==> src/rtl/interval_capture_if.sv <==
// Read-port bundle for interval_capture.
//   rd_valid : head entry present (driven by the FIFO side)
//   rd_data  : head entry, first-word-fall-through
//   rd_ready : consumer accepts the head entry
// master = FIFO side, slave = host/readout side.
interface interval_capture_if #(
    parameter int unsigned COUNT_W = 32
) ();
    logic               rd_valid;
    logic               rd_ready;
    logic [COUNT_W-1:0] rd_data;

    modport master (
        output rd_valid,
        output rd_data,
        input  rd_ready
    );

    modport slave (
        input  rd_valid,
        input  rd_data,
        output rd_ready
    );
endinterface

==> src/rtl/interval_capture.sv <==
// Captures the final count of each completed measurement (COUNT->IDLE edge of
// the cycle counter) into a FWFT FIFO, with a minimum-count glitch filter and
// saturating statistics.
//   clk_in, rst      : clock, synchronous active-high reset
//   cnt_state        : counter state (0 = IDLE, 1 = COUNT)
//   cnt_count        : counter value; holds the final count in the first IDLE cycle
//   clear            : synchronous flush of FIFO, overflow flag and statistics
//   rd_if            : valid/ready read port (master side)
//   fifo_level       : number of stored entries
//   overflow         : sticky, a valid interval was dropped on a full FIFO
//   captured_total   : intervals written to the FIFO (saturating)
//   rejected_total   : intervals filtered or dropped (saturating)
module interval_capture #(
    parameter int unsigned COUNT_W   = 32,
    parameter int unsigned DEPTH     = 8,
    parameter int unsigned MIN_COUNT = 0,
    parameter int unsigned STAT_W    = 16
) (
    input  logic                     clk_in,
    input  logic                     rst,
    input  logic                     cnt_state,
    input  logic [COUNT_W-1:0]       cnt_count,
    input  logic                     clear,
    interval_capture_if.master       rd_if,
    output logic [$clog2(DEPTH):0]   fifo_level,
    output logic                     overflow,
    output logic [STAT_W-1:0]        captured_total,
    output logic [STAT_W-1:0]        rejected_total
);

    localparam int unsigned PTR_W = $clog2(DEPTH);
    localparam int unsigned LVL_W = PTR_W + 1;

    logic [COUNT_W-1:0] mem [DEPTH];
    logic [PTR_W-1:0]   wr_ptr;
    logic [PTR_W-1:0]   rd_ptr;
    logic               prev_state;
    logic               rd_valid_q;

    logic               done;
    logic               below_min;
    logic               full;
    logic               pop;
    logic               push;
    logic               drop;
    logic               reject;
    logic [LVL_W-1:0]   level_nxt;
    logic [COUNT_W:0]   min_diff;

    // Capture decision for the current cycle; clear suppresses both done and pop.
    always_comb begin
        done      = prev_state && !cnt_state && !clear;
        // Borrow of a one-bit-wider subtraction flags cnt_count < MIN_COUNT
        // without a constant comparison when MIN_COUNT is 0.
        min_diff  = {1'b0, cnt_count} - (COUNT_W + 1)'(MIN_COUNT);
        below_min = min_diff[COUNT_W];
        full      = (fifo_level == LVL_W'(DEPTH));
        pop       = rd_valid_q && rd_if.rd_ready && !clear;
        push      = done && !below_min && (!full || pop);
        drop      = done && !below_min && full && !pop;
        reject    = done && !push;
        level_nxt = fifo_level;
        if (push && !pop) begin
            level_nxt = fifo_level + LVL_W'(1);
        end else if (pop && !push) begin
            level_nxt = fifo_level - LVL_W'(1);
        end
    end

    // Control state: pointers, level, flags, statistics.
    always_ff @(posedge clk_in) begin
        if (rst) begin
            prev_state     <= 1'b0;
            wr_ptr         <= '0;
            rd_ptr         <= '0;
            fifo_level     <= '0;
            rd_valid_q     <= 1'b0;
            overflow       <= 1'b0;
            captured_total <= '0;
            rejected_total <= '0;
        end else begin
            // Sampled even during clear so a clear mid-COUNT cannot fake an edge.
            prev_state <= cnt_state;
            if (clear) begin
                wr_ptr         <= '0;
                rd_ptr         <= '0;
                fifo_level     <= '0;
                rd_valid_q     <= 1'b0;
                overflow       <= 1'b0;
                captured_total <= '0;
                rejected_total <= '0;
            end else begin
                if (push) begin
                    wr_ptr <= wr_ptr + PTR_W'(1);
                end
                if (pop) begin
                    rd_ptr <= rd_ptr + PTR_W'(1);
                end
                fifo_level <= level_nxt;
                rd_valid_q <= (level_nxt != '0);
                if (drop) begin
                    overflow <= 1'b1;
                end
                if (push && (captured_total != '1)) begin
                    captured_total <= captured_total + STAT_W'(1);
                end
                if (reject && (rejected_total != '1)) begin
                    rejected_total <= rejected_total + STAT_W'(1);
                end
            end
        end
    end

    // Storage array; contents are don't-care while unoccupied.
    always_ff @(posedge clk_in) begin
        if (!rst && push) begin
            mem[wr_ptr] <= cnt_count;
        end
    end

    assign rd_if.rd_valid = rd_valid_q;
    assign rd_if.rd_data  = mem[rd_ptr];

endmodule

==> src/flat_wrapper.sv <==
// flat-port wrapper written by rule: the top's interface ports become plain ports
module interval_capture_flat 
#(
    parameter int unsigned COUNT_W   = 32,
    parameter int unsigned DEPTH     = 8,
    parameter int unsigned MIN_COUNT = 0,
    parameter int unsigned STAT_W    = 16
)
  (clk_in, rst, cnt_state, cnt_count, clear, fifo_level, overflow, captured_total, rejected_total, rd_if_rd_valid, rd_if_rd_data, rd_if_rd_ready);
  interval_capture_if #(.COUNT_W(COUNT_W)) rd_if_i ();
  input  logic clk_in;
  input  logic rst;
  input  logic cnt_state;
  input  logic [COUNT_W-1:0] cnt_count;
  input  logic clear;
  output logic [$clog2(DEPTH):0] fifo_level;
  output logic overflow;
  output logic [STAT_W-1:0] captured_total;
  output logic [STAT_W-1:0] rejected_total;
  output wire logic [$bits(rd_if_i.rd_valid)-1:0] rd_if_rd_valid;
  output wire logic [$bits(rd_if_i.rd_data)-1:0] rd_if_rd_data;
  input wire logic [$bits(rd_if_i.rd_ready)-1:0] rd_if_rd_ready;
  assign rd_if_rd_valid = rd_if_i.rd_valid;
  assign rd_if_rd_data = rd_if_i.rd_data;
  assign rd_if_i.rd_ready = rd_if_rd_ready;
  interval_capture #(.COUNT_W(COUNT_W), .DEPTH(DEPTH), .MIN_COUNT(MIN_COUNT), .STAT_W(STAT_W)) u_core (.clk_in(clk_in), .rst(rst), .cnt_state(cnt_state), .cnt_count(cnt_count), .clear(clear), .rd_if(rd_if_i), .fifo_level(fifo_level), .overflow(overflow), .captured_total(captured_total), .rejected_total(rejected_total));
endmodule
==> config.mk <==
export PLATFORM = sky130hd
export DESIGN_NAME = interval_capture_flat
export DESIGN_NICKNAME = d
export VERILOG_FILES = /design/src/rtl/interval_capture_if.sv /design/src/rtl/interval_capture.sv /design/src/flat_wrapper.sv
export SDC_FILE = /design/constraint.sdc
export NUM_CORES = 1
export LEC_CHECK = 0
export CORE_MARGIN = 2
export CORE_UTILIZATION = 50
export CTS_BUF_LIST = sky130_fd_sc_hd__clkbuf_4
export DETAILED_ROUTE_END_ITERATION = 6
export PLACE_DENSITY = 0.7
export SYNTH_ARGS = -nofsm -noshare
export SYNTH_HDL_FRONTEND = slang
export SYNTH_SLANG_ARGS = --single-unit
export TNS_END_PERCENT = 1
==> constraint.sdc <==
create_clock -name clk_in -period 4.25 [get_ports clk_in]
set_input_delay 0.425 -clock clk_in [delete_from_list [all_inputs] [get_ports clk_in]]
set_output_delay 0.425 -clock clk_in [all_outputs]
set_load 0.05 [all_outputs]
==> results.toml, run 1 <==
[job]
maxCapViolations = 0

[grt]
grt_max_degree = 48
grt_first_pass_wirelength_um = 37400
grt_pass1_vias = 7189
grt_overflow_total = 0
grt_util_all_layers = 0.198
antenna_found_initial = 2

[clock_tree]
cts.sinks = 304
cts_root_buf = "clkbuf_4"
cts_resized = 0
h-tree-depth = 3
numCtsBuffers = 78
path_clk_slew_ps = 60
cts_buffer_depth = 3
post_cts_buffers = 0
clock_latency_ps = 660
cts_hold_buffers = 0
cts_tree = "done"

[yosys]
yosys.area.top_type = "edfxtp_1"
yosysWarnings = 0
synth_nets = 691
synth-seq-cells = 304
synth_top_area_share = 0.644
synth_area_um2 = 11900
ys.flop_type = "edfxtp_1"
syn-instance-count = 647
synth.area.top_cells = "edfxtp_1 (64%), mux4_2 (12%), dfxtp_1 (8.1%), mux2_2 (3.0%), xnor2_1 (2.2%)"
async_flop_share = 0
avgSynthCellArea_um2 = 18.4
synth_cell_types = 47
synth-seq-area-share = 0.725
synth_edf_count = 256

[timing]
hold_viol_final = 0
finalSetupViolations = 0
relSlewSlack = 0.340
fin_ws_ps = 589
maxSlewViolCount = 0
worst-slew-pin-transition_ps = 990
min_period_ps = 3660
setup_tns_ps = 0
fin_skew_ps = 45.1
rsz0062_at_grt = "no"
clock.fmax_ghz = 0.273
post-route-period-util = 0.861

[die]
start_util = 0.508
core-area_um2 = 23500
die-area_um2 = 25100
die_h_um = 158
num_io_pins = 107
fp.dieW_um = 158
rows = 56

[finish]
multi_input_area_um2 = 3190
final_cell_mix = "edfxtp_1 (256), clkbuf_4 (109), clkdlybuf4s50_1 (106)"
ff_latch_area_um2 = 8650
area_growth_syn_to_layout_pct = 21.7
layout-drive-gt1-share = 0.278
post-route-util = 0.619
nFillCells = 1740
layout.nets = 865
layout.cells.most_common = "edfxtp_1"

[place]
port-buffer-count = 106
gp_congestion = 0.883
hpwl_um = 14100
place_ws_ps = 985

[route]
first_pass_iters = 4
ant_nets = 0
drc = 0
drt_iter0_drc = 337
vias = 6523
viasPerCell = 5.43
routed_wl_um = 24100
post_drt_wl_per_cell_um = 20.0

[pwr]
power_mw = 5.91
power.leakage_nw = 4.51
irDropWorstVdd_mv = 0.330
powerDensity_nw_per_um2 = 407

[hold_path]
hold_class = "in -> reg"

[worst_setup_path]
startpoint_type = "flop"
critPathKind = "reg -> out"
worst_setup_path_end_kind = "primary output"
required_ps = 3830
path_max_fanout = 23
crit_arrival_ps = 3240

[run_status]
status = "complete, no violations"
-- layout make-up --
cell class,count,area share
Timing Repair Buffer,121,0.0824
Antenna cell,2,0.000345
Clock buffer,109,0.0564
Sequential cell,304,0.596
Clock inverter,30,0.0153
Tap cell,319,0.0275
Multi-Input combinational cell,307,0.220
Inverter,9,0.00233
-- synth_stat cells, drive strengths merged (3+ instances only) --
cell type / count
inv: 9
a21oi: 7
ha: 7
nor3b: 4
mux2: 32
nor4b: 3
clkbuf: 16
nand4: 6
edfxtp: 256
xnor2: 30
buf: 11
mux2i: 3
and3: 3
nand3: 18
o211ai: 3
nand2: 15
dfxtp: 48
xor2: 3
mux4: 64
and4: 5
o21ai: 5
nor4: 10
nor2: 53
nor3: 16
-- through the flow --
stage | hold slack [ps] | std cells | instance area [µm²]
final | 443 | 1201 | 14500
after global routing | 414 | 1200 | 14500
after CTS | 387 | 1198 | 14500
after detailed placement | 452 | 1059 | 13500
after global placement | 434 | 1059 | 13500
after floorplan | 454 | 647 | 11900
-- flip-flops by register name, summed over array words and instances (netlist names), named ones only --
name / flops
u_core.captured_total: 16
u_core.fifo_level: 4
u_core.mem: 256
u_core.overflow: 1
u_core.prev_state: 1
u_core.rd_if.rd_valid: 1
u_core.rd_ptr: 3
u_core.rejected_total: 16
u_core.wr_ptr: 3
-- worst max-delay path: stages, from the launching register on --
cell and delay (ps):
dfxtp_4 660, buf_4 370, mux4_2 540, mux2_2 300, clkdlybuf4s50_1 720
-- layer usage --
layer	vias to the layer above	part of all wire	wire, µm	track usage
li1	2982	-	-	-
met2	206	0.50	12100	0.324
met3	21	0.065	1580	0.0536
met1	3314	0.42	10100	0.255
met5	-	0	0	0
met4	0	0.012	299	0.0789
-- path summary, 6_finish.rpt --
kind | start | endpoint | slack [ps] | cells past startpoint
max reg2reg | u_core.fifo_level[0]$_SDFF_PP0_ | u_core.mem[1][30]$_DFFE_PP_ | 1340 | 7
min | rst | u_core.prev_state$_SDFF_PP0_ | 440 | 2
max | flop | rd_if_rd_data[5] | 590 | 4
min reg2reg | u_core.overflow$_SDFFE_PP0P_ | u_core.overflow$_SDFFE_PP0P_ | 460 | 2
-- power by group --
group / internal [mW] / switching (mW)
registers: 3.23 / 0.00328
logic: 0.0502 / 0.0722
clock network: 1.43 / 1.12
-- logic make-up (layout without fill, tap and decap cells) --
kind of cell	Yosys count	after routing	share of synthesized area
flip-flops	304	304	0.725
AND/OR/NAND/NOR	146	146	0.0651
multiplexers	99	99	0.154
buffers and inverters	36	269	0.0129
XOR/XNOR	33	33	0.0242
AO/OA/AOI/OAI	22	22	0.0122
adder cells (fa/ha/maj)	7	7	0.00734
other	0	2	0
Power figures use the tool's default switching activity.
==> inputs of run 2 (changes only) <==
--- a/config.mk
+++ b/config.mk
@@ -9,7 +9,8 @@
 export CORE_UTILIZATION = 50
 export CTS_BUF_LIST = sky130_fd_sc_hd__clkbuf_4
 export DETAILED_ROUTE_END_ITERATION = 6
-export PLACE_DENSITY = 0.7
+export MAX_ROUTING_LAYER = met4
+export PLACE_DENSITY = 0.78
 export SYNTH_ARGS = -nofsm -noshare
 export SYNTH_HDL_FRONTEND = slang
 export SYNTH_SLANG_ARGS = --single-unit
==> run 2 against run 1 <==
Compared with the run above: final area fell by 0.71%; clock skew fell by 12 ps; total power fell by 3.6%; sequential share of layout area rose by 0.42 points; critical path type unchanged; first-iteration DRC count rose by 16%.
==> results.toml, run 2 (synthesized netlist as in run 1, its figures left out) <==
[run_status]
status = "complete, no violations"

[clock_tree]
cts_root_buf = "clkbuf_4"
cts_resized = 0
clock_latency_ps = 660
h-tree-depth = 3
post_cts_buffers = 0
cts_tree = "done"
cts.sinks = 304
numCtsBuffers = 75
cts_hold_buffers = 0
cts_buffer_depth = 3
path_clk_slew_ps = 60

[route]
first_pass_iters = 4
post_drt_wl_per_cell_um = 19.4
viasPerCell = 5.52
vias = 6538
routed_wl_um = 22900
drc = 0
drt_iter0_drc = 392
ant_nets = 0

[finish]
post-route-cell-area_um2 = 14400
nFillCells = 1665
regMostFlops = "u_core.mem"
top_regs = "u_core.mem: 256 flops, u_core.captured_total: 16 flops, u_core.rejected_total: 16 flops"
largest_register_ffs = 256
layout-drive-gt1-share = 0.277
area_growth_syn_to_layout_pct = 20.8
layout.cells.most_common = "edfxtp_1"
final_cell_mix = "edfxtp_1 (256), clkbuf_4 (108), clkdlybuf4s50_1 (106)"
layout.nets = 861

[pwr]
comb_power_share = 0.021
p_switching_mw = 1.14
clkPwrFrac = 0.411
p_sw_frac = 0.200
powerDensity_nw_per_um2 = 395
internal_power_mw = 4.56
power_mw = 5.70
pwr-share-seq = 0.568
power.leakage_nw = 4.46
irDropWorstVdd_mv = 0.196

[timing]
relSlewSlack = 0.203
worst-slew-pin-transition_ps = 1180
finalSetupViolations = 0
clock.fmax_ghz = 0.269
min_period_ps = 3720
post-route-period-util = 0.876
rsz0062_at_grt = "no"
fin_skew_ps = 33.0
hold_viol_final = 0
maxSlewViolCount = 0

[worst_setup_path]
r2r_slack_ps = 1210
path_max_fanout = 40
crit-reg2reg-capture = "u_core.mem[0][20]$_DFFE_PP_"
critPathKind = "reg -> out"
worst_setup_path_end_kind = "primary output"
crit_arrival_ps = 3300
required_ps = 3830
r2r-start = "u_core.fifo_level[0]$_SDFF_PP0_"
startpoint_type = "flop"
crit_end = "rd_if_rd_data[22]"
reg2reg_depth = 7

[place]
hpwl_um = 13600
port-buffer-count = 106
place_area_um2 = 13500
gp_congestion = 0.869

[grt]
grt_max_degree = 65
antenna_found_initial = 1
grt_util_all_layers = 0.196
grt_overflow_total = 0
grt_pass1_vias = 6815
grt_first_pass_wirelength_um = 35700

[die]
die-area_um2 = 25100
die_h_um = 158
fp.dieW_um = 158
num_io_pins = 107
core-area_um2 = 23500
rows = 56
start_util = 0.508

[job]
maxCapViolations = 0

[hold_path]
hold_class = "reg -> reg"
run 2: worst min-delay path by stage:
stage                                       start  slack [ps]  cells past startpoint                      endpoint
global route                                  rst         450                      2  u_core.prev_state$_SDFF_PP0_
floorplan           u_core.rd_ptr[1]$_SDFFE_PP0N_         450                      2                          flop
detailed placement   u_core.overflow$_SDFFE_PP0P_         440                      2  u_core.overflow$_SDFFE_PP0P_
global placement     u_core.overflow$_SDFFE_PP0P_         430                      2  u_core.overflow$_SDFFE_PP0P_
finish               u_core.overflow$_SDFFE_PP0P_         450                      2  u_core.overflow$_SDFFE_PP0P_
CTS                                           rst         420                      2  u_core.prev_state$_SDFF_PP0_
run 2: area by class of cell:
type                       instances  area [µm²]  share of cell area
tap                              319         399              0.0277
timing repair buffer             120        1200              0.0835
clock buffer                     108         811              0.0562
antenna                            1        2.50            0.000174
clock inverter                    17         121             0.00842
sequential                       304        8650               0.600
inverter                           9        33.8             0.00234
multi-input combinational        307        3190               0.221
run 2: power groups by stage:
stage / logic (mW) / registers, mW / clock network [mW]
after floorplan: 0.0415 / 3.30 / 0
after global placement: 0.115 / 3.30 / 0
after detailed placement: 0.121 / 3.30 / 0
after CTS: 0.122 / 3.23 / 2.41
after global routing: 0.130 / 3.23 / 2.56
final: 0.121 / 3.23 / 2.34
run 2: through the flow:
step | setup TNS (ps) | instances | utilization | setup WS, ps | hold WS (ps)
final | 0 | 1185 | 0.614 | 528 | 455
after CTS | 0 | 1184 | 0.614 | 407 | 419
after global routing | 0 | 1185 | 0.614 | 321 | 446
after floorplan | -1370 | 647 | - | -42.8 | 454
after global placement | 0 | 1059 | 0.574 | 973 | 433
after detailed placement | 0 | 1059 | 0.574 | 889 | 443
run 2: layer usage:
layer  GRT usage  vias to the layer above  routed length [µm]
li1            -                     2962                   -
met1       0.243                     3278                9460
met2       0.318                      263               11400
met3      0.0474                       35                1750
met4      0.0704                        0                 351
met5           -                        -                   0
run 2: critical path, cell delays in order (launching register included):
cell and delay (ps):
dfxtp_4 680, buf_12 370, mux4_2 550, mux2_2 310, clkdlybuf4s50_1 710
==> inputs of run 3 (changes only) <==
--- a/config.mk
+++ b/config.mk
@@ -5,6 +5,7 @@
 export SDC_FILE = /design/constraint.sdc
 export NUM_CORES = 1
 export LEC_CHECK = 0
+export CORE_ASPECT_RATIO = 1.5
 export CORE_MARGIN = 2
 export CORE_UTILIZATION = 50
 export CTS_BUF_LIST = sky130_fd_sc_hd__clkbuf_4
==> constraint.sdc (replaced) <==
create_clock -name clk_in -period 3.4 [get_ports clk_in]
set_input_delay 0.34 -clock clk_in [delete_from_list [all_inputs] [get_ports clk_in]]
set_output_delay 0.34 -clock clk_in [all_outputs]
set_load 0.05 [all_outputs]
==> run 3 against run 2 <==
Compared with the run above: worst hold slack worse by 140 ps; core utilization fell by 0.10 points; sequential power up 25%; clock-buffer cell count down 3.
==> results.toml, run 3 (synthesized netlist as in run 1, its figures left out) <==
[timing]
finalSetupViolations = 0
maxSlewViolCount = 0
fin_skew_ps = 28.5
hold_ws_ps = 317
rsz0062_at_grt = "no"
min_period_ps = 3180
hold_viol_final = 0
worst-slew-pin-transition_ps = 749
relSlewSlack = 0.501
clock.fmax_ghz = 0.315
fin_ws_ps = 225
post-route-period-util = 0.934

[route]
routed_wl_um = 23300
ant_nets = 0
drt_iter0_drc = 345
drc = 0
viasPerCell = 5.50
vias = 6528
first_pass_iters = 5
post_drt_wl_per_cell_um = 19.6

[die]
fp.dieW_um = 130
num_io_pins = 107
start_util = 0.506
core-area_um2 = 23600
die-area_um2 = 25100
die_h_um = 193
rows = 69

[clock_tree]
cts_root_buf = "clkbuf_4"
cts.sinks = 304
h-tree-depth = 3
path_clk_slew_ps = 70
cts_tree = "done"
cts_hold_buffers = 0
clock_latency_ps = 660
numCtsBuffers = 70
cts_buffer_depth = 3

[place]
gp_congestion = 0.830
place_ws_ps = 592
place_inst = 1060
hpwl_um = 13500
port-buffer-count = 106

[grt]
grt_max_degree = 65
grt_first_pass_wirelength_um = 36400
grt_pass1_vias = 7002
grt_overflow_total = 0
antenna_found_initial = 1
grt_util_all_layers = 0.196

[pwr]
irDropWorstVdd_mv = 0.250
powerDensity_nw_per_um2 = 480
power.leakage_nw = 4.50
power_mw = 6.93

[finish]
post-route-util = 0.613
regMostFlops = "u_core.mem"
instances_no_fill = 1187
layout-drive-gt1-share = 0.278
layout.cells.most_common = "edfxtp_1"
top_regs = "u_core.mem: 256 flops, u_core.captured_total: 16 flops, u_core.rejected_total: 16 flops"
final_cell_mix = "edfxtp_1 (256), clkbuf_4 (105), clkdlybuf4s50_1 (82)"
layout.nets = 857
largest_register_ffs = 256
area_growth_syn_to_layout_pct = 21.1

[hold_path]
hold_class = "in -> reg"
hp-start = "rst"

[worst_setup_path]
r2r-start = "u_core.fifo_level[0]$_SDFF_PP0_"
required_ps = 3060
max_stage_delay_ps = 760
slowest_stage = "clkdlybuf4s50_1"
path_max_fanout = 18
critPathKind = "reg -> out"
worst_setup_path_end_kind = "primary output"
crit_arrival_ps = 2840
cp_cell_sequence = "mux4_2 -> mux2_2 -> clkdlybuf4s50_1"
startpoint_type = "flop"

[job]
maxCapViolations = 0

[run_status]
status = "complete, no violations"
## run 3: changes by cell type in the layout (fill, tap and decap cells not counted), moves of 2 or more
cell / delta
buf_12: +9
buf_4: -8
bufinv_16: -2
clkbuf_4: -3
clkdlybuf4s50_1: -24
clkinv_2: +2
dlygate4sd2_1: +24
inv_2: +4
## run 3: critical path: cells and delay by family (launching register included)
kind | cells | cell delay (ps)
multiplexers | 2 | 820
flip-flops | 1 | 590
buffers and inverters | 1 | 760
## run 3: area by class of cell
cell class	instances	area, µm²
Fill cell	1670	9120
Sequential cell	304	8650
Multi-Input combinational cell	307	3200
Timing Repair Buffer	121	1290
Clock buffer	105	788
Tap cell	319	399
Clock inverter	21	82.6
Inverter	9	33.8
Antenna cell	1	2.50
## run 3: report_power, final
group	switching [mW]	internal [mW]
sequential	0.00395	4.04
combinational	0.0864	0.0618
clock	1.32	1.42
total	1.42	5.52
## run 3: per-layer routing
| layer | track usage | share of wire | vias to the layer above |
|---|---|---|---|
| met4 | 0.0749 | 0.016 | 0 |
| met2 | 0.335 | 0.54 | 225 |
| met1 | 0.224 | 0.39 | 3303 |
| met5 | - | 0 | - |
| met3 | 0.0426 | 0.056 | 39 |
| li1 | - | - | 2961 |
## run 3: per-stage QoR
stage,cell area [µm²],TNS [ps]
final,14500,0
after global routing,14500,0
after CTS,14500,0
after detailed placement,13600,0
after global placement,13600,0
after floorplan,11900,-26980
## run 3: final timing paths
check             cells past startpoint  slack, ps                      endpoint
hold reg to reg                       2        450  u_core.overflow$_SDFFE_PP0P_
hold / removal                        2        320  u_core.prev_state$_SDFF_PP0_
setup / recovery                      3        220             rd_if_rd_data[31]
setup reg to reg                      7        780    u_core.mem[0][6]$_DFFE_PP_
## run 3: timing repair
action,in CTS,in global routing
gates resized for setup,24,0
endpoints found under the setup margin,24,0
setup buffers,0,0
